**config.mk**
```make
export PLATFORM = sky130hd
export DESIGN_NAME = demux_deser
export DESIGN_NICKNAME = d
export VERILOG_FILES = /design/src/rtl/demux_pkg.sv /design/src/rtl/demux_idx_counter.sv /design/src/rtl/demux_deser.sv
export SDC_FILE = /design/constraint.sdc
export NUM_CORES = 1
export LEC_CHECK = 0
export ABC_CLOCK_PERIOD_IN_PS = 4200
export CORE_UTILIZATION = 43
export DETAILED_ROUTE_END_ITERATION = 10
export GPL_TIMING_DRIVEN = 0
export PLACE_DENSITY_LB_ADDON = 0.2
export SLEW_MARGIN = 30
export SYNTH_ARGS = -nofsm -noshare
export SYNTH_HDL_FRONTEND = slang
export SYNTH_HIERARCHICAL = 1
export SYNTH_SLANG_ARGS = --single-unit
```
**constraint.sdc**
```tcl
create_clock -name clk -period 4.2 [get_ports clk]
set_clock_uncertainty 0.05 [all_clocks]
set_input_delay 1.05 -clock clk [delete_from_list [all_inputs] [get_ports clk]]
set_output_delay 1.05 -clock clk [all_outputs]
set_load 0.01 [all_outputs]
```
**src/rtl/demux_pkg.sv**
```systemverilog
// Shared constants and types for the 1-to-8 serial demultiplexer/deserializer.
package demux_pkg;
  localparam int NSEL  = 3;
  localparam int NLANE = 8;

  typedef logic [NSEL-1:0]  sel_t;
  typedef logic [NLANE-1:0] frame_t;

  localparam sel_t LAST_IDX = 3'd7;

  typedef enum logic {EMPTY, FULL} hold_state_t;
endpackage

```
**src/rtl/demux_idx_counter.sv**
```systemverilog
// Lane index counter: wraps 7->0 on inc, can be forced to 0 or 1 for frame resync.
module demux_idx_counter
  import demux_pkg::*;
(
  input  logic clk,
  input  logic rst,
  input  logic inc,
  input  logic load0,
  input  logic load1,
  output sel_t x,
  output logic last
);

  // load1 wins over load0 so a qualified start-of-frame bit lands in lane 0 and moves on.
  always_ff @(posedge clk) begin
    if (rst)
      x <= '0;
    else if (load1)
      x <= sel_t'(1);
    else if (load0)
      x <= '0;
    else if (inc)
      x <= x + sel_t'(1);
  end

  assign last = (x == LAST_IDX);

endmodule

```
**src/rtl/demux_deser.sv**
```systemverilog
// Receiving end of the 8:1 mux path: steers serial bits into an assembly register
// and presents completed frames through a valid/ready holding register.
module demux_deser
  import demux_pkg::*;
(
  input  logic clk,
  input  logic rst,
  input  logic Y,
  input  logic Y_valid,
  input  logic sof,
  input  logic frame_ready,
  output logic D0,
  output logic D1,
  output logic D2,
  output logic D3,
  output logic D4,
  output logic D5,
  output logic D6,
  output logic D7,
  output logic frame_valid,
  output sel_t X,
  output logic overrun
);

  frame_t      asm_reg;
  frame_t      hold;
  frame_t      word;
  hold_state_t state;
  sel_t        idx;
  logic        last;
  logic        complete;

  demux_idx_counter u_idx (
    .clk   (clk),
    .rst   (rst),
    .inc   (Y_valid & ~sof),
    .load0 (sof & ~Y_valid),
    .load1 (Y_valid & sof),
    .x     (idx),
    .last  (last)
  );

  // Bit 7 bypasses the assembly register so the frame is ready on the same edge.
  assign complete = Y_valid & ~sof & last;
  assign word     = {Y, asm_reg[NLANE-2:0]};

  always_ff @(posedge clk) begin
    if (rst)
      asm_reg <= '0;
    else if (Y_valid) begin
      if (sof)
        asm_reg[0] <= Y;
      else
        asm_reg[idx] <= Y;
    end
  end

  always_ff @(posedge clk) begin
    if (rst) begin
      state   <= EMPTY;
      hold    <= '0;
      overrun <= 1'b0;
    end else begin
      case (state)
        EMPTY: begin
          if (complete) begin
            hold  <= word;
            state <= FULL;
          end
        end
        FULL: begin
          if (complete) begin
            if (frame_ready)
              hold <= word;
            else
              overrun <= 1'b1;
          end else if (frame_ready) begin
            state <= EMPTY;
          end
        end
        default: state <= EMPTY;
      endcase
    end
  end

  assign frame_valid = (state == FULL);
  assign X           = idx;
  assign {D7, D6, D5, D4, D3, D2, D1, D0} = hold;

endmodule

```
==> metrics <==
worst-margin pin slew=slightly above 0.4 ns; most common cell after layout, fill and taps aside=dfxtp_1; max FFs per register=8; crit-path max cell delay=approximately 0.6 ns; Peak VDD IR=approximately 0.00020 V; number of global-route vias before repair=between 500 and 600; CP top delay family=buffers and inverters; CP Launch Point=u_idx/x[2]$_SDFFE_PP0P_; Clock Tree Root=clkbuf_4; Setup Fix Bufs, Post-CTS=0; Layout area overhead=29.6%; layout cell share with drive strength beyond 1=0.0841; Startpoint Class=flop; starting density of the core=0.459; FF+latch area=about 400 µm²; WP data required=about 3.1 ns; post-synthesis adder-cell area fraction=0.0278; first-pass GRT wire length=between 2000 and 2500 µm; Post-Synth XOR/XNOR Area=0.00972; Min Clock Period, post-route=2.52 ns; status=finished clean; final hold violations=0; commonest cells after routing, fill and taps aside=dfxtp_1, clkdlybuf4s50_1, nand2b_1, mux2i_1; Detail Placement HPWL=about 1100 µm; Die Wd=47.8 µm; H-tree depth=1; Die Area=between 2000 and 2500 µm²; pin count of the biggest net entering global routing=14; setup violators final=0; Min-Delay Path Class=flop to flop; synthesized area=between 900 and 1000 µm²; unrepaired setup endpoints after global routing=no; cell taking the most area after synthesis=dfxtp_1; critical path arrival=around 1.4 ns; grt total ovfl=0; WL per Instance=11.8 µm; clock sink total=20; CP max FO=10; Final Core Density=0.595; initial antenna violation count=0; crit path cell chain=clkdlybuf4s50_1; post-synthesis mux area share=0.189; # diodes=0; post-synth net total=93; final setup TNS=0 ns; max_cap viols=0; worst-skew pair later-pin latency=just over 0.3 ns; Antenna Nets Post-Route=0; Worst setup EP type=output pin; I/O Buffers=18; Cell Count, Final, Fillers Out=around 130; Power Density=between 300 and 400 nW/µm²; IO Count=19; Vias/cell=around 5.0; final slew viol count=0; Filler Cell Count=200; vias after detailed routing=~660; CP Class=flop to output pin; post-cts sizing count=0; Placed Cells=130; largest family of logic cells by synthesized area=simple AND/OR/NAND/NOR gates; Warnings, synthesis=6; synthesized area per cell=between 10 and 15 µm²; LEAKAGE=between 0.0004 and 0.0005 µW; # nets final=about 120; synthesized flop and latch total=20; R2R Path Start=u_idx/x[0]$_SDFFE_PP0P_; # rows=16; CTS buffer count=3; GRT Util Overall=0.157; register area share after synthesis=0.444; Buf/Inv on CP=1; DRC=0; post-synth top area share=0.444; Relative slew margins=0.731; worst-case clock buffer depth=2; Post-Synth Simple-Gate Area=0.257; Initial DRC Count=9; Die Ht=47.8 µm; cell count after synthesis=85; CTS tree=built; Worst-path clk slew=~0.11 ns; final hold slack=0.431 ns; final wirelength=around 1600 µm; Final Wtd Congestion=between 0.7 and 0.8; flop2flop setup slack=between 2 and 3 ns; fmax=between 300 and 400 MHz; post-synthesis cell type count=25; Slowest-stage cell, CP=clkdlybuf4s50_1; top cells by area, synth=dfxtp_1, mux2i_1, nand2b_1; hold_sp=hold[0]$_SDFFE_PP0P_; Placeable Area=slightly below 2000 µm²; area of the multi-input gates=around 470 µm²; hold-fix buffers at CTS=0; final worst-path cycle share=0.599; drt first pass iters=4; Synth Area in Compound Gates=0.0347
==> power breakdown <==
part | leakage [µW] | internal [µW] | switching, µW
Sequential | 0.000162 | 192 | 3.36
Combinational | 0.000266 | 15.8 | 12.5
Clock | 0.0000279 | 96.5 | 61.3
Total | 0.000456 | 304 | 77.1
==> final timing paths <==
kind                            cells after the start                    to
worst max-delay path                                1                  X[2]
worst min-delay path                                2  hold[0]$_SDFFE_PP0P_
worst max register to register                      5  hold[4]$_SDFFE_PP0P_
worst min register to register                      2  hold[0]$_SDFFE_PP0P_
==> final cells by class <==
class                   instances  share of cell area
flip-flops and latches         20               0.343
plain buffers                   4              0.0257
inverters                       1             0.00322
repair buffers                 18               0.154
clock buffers                   3              0.0193
well taps                      27              0.0289
clock inverters                 1              0.0257
multi-input cells              60               0.400
==> cells by family after synthesis <==
group | after synthesis
DFF | 20
adders and majority gates | 2
and+or+nand+nor | 36
xor gates and xnor gates | 1
buffers and inverters | 5
muxes | 17
AOI/OAI and AO/OA | 4
==> synth_stat cells <==
library cell	count
a41oi_1	1
ha_1	2
nand2_1	1
nor4_1	2
or2b_1	1
buf_6	2
mux2i_1	17
nor3_1	1
nor2b_2	1
nand3b_1	2
xnor2_1	1
and2_1	1
nand2b_1	17
a21oi_1	1
o21ai_0	1
nand4b_1	2
and3_4	1
and2b_1	1
nor2_1	2
o31ai_2	1
clkbuf_1	2
dfxtp_1	20
nor3b_1	1
nand3_1	3
inv_1	1
==> per-stage QoR <==
stage                     instance area (µm²)  total power (µW)  setup WS (ns)
after CTS                                1170               386           1.66
after detailed placement                 1110               228           1.64
final                                    1170               381           1.68
after global routing                     1170               397           1.60
after global placement                   1110               228           1.64
after floorplan                           901               215           2.32
==> metal layers <==
layer	global-route usage	wire length, µm
met5	0	0
met4	0.0833	12
met3	0.0226	55
met2	0.227	744
met1	0.223	763
No activity file was read; power rests on OpenSTA's default activity.
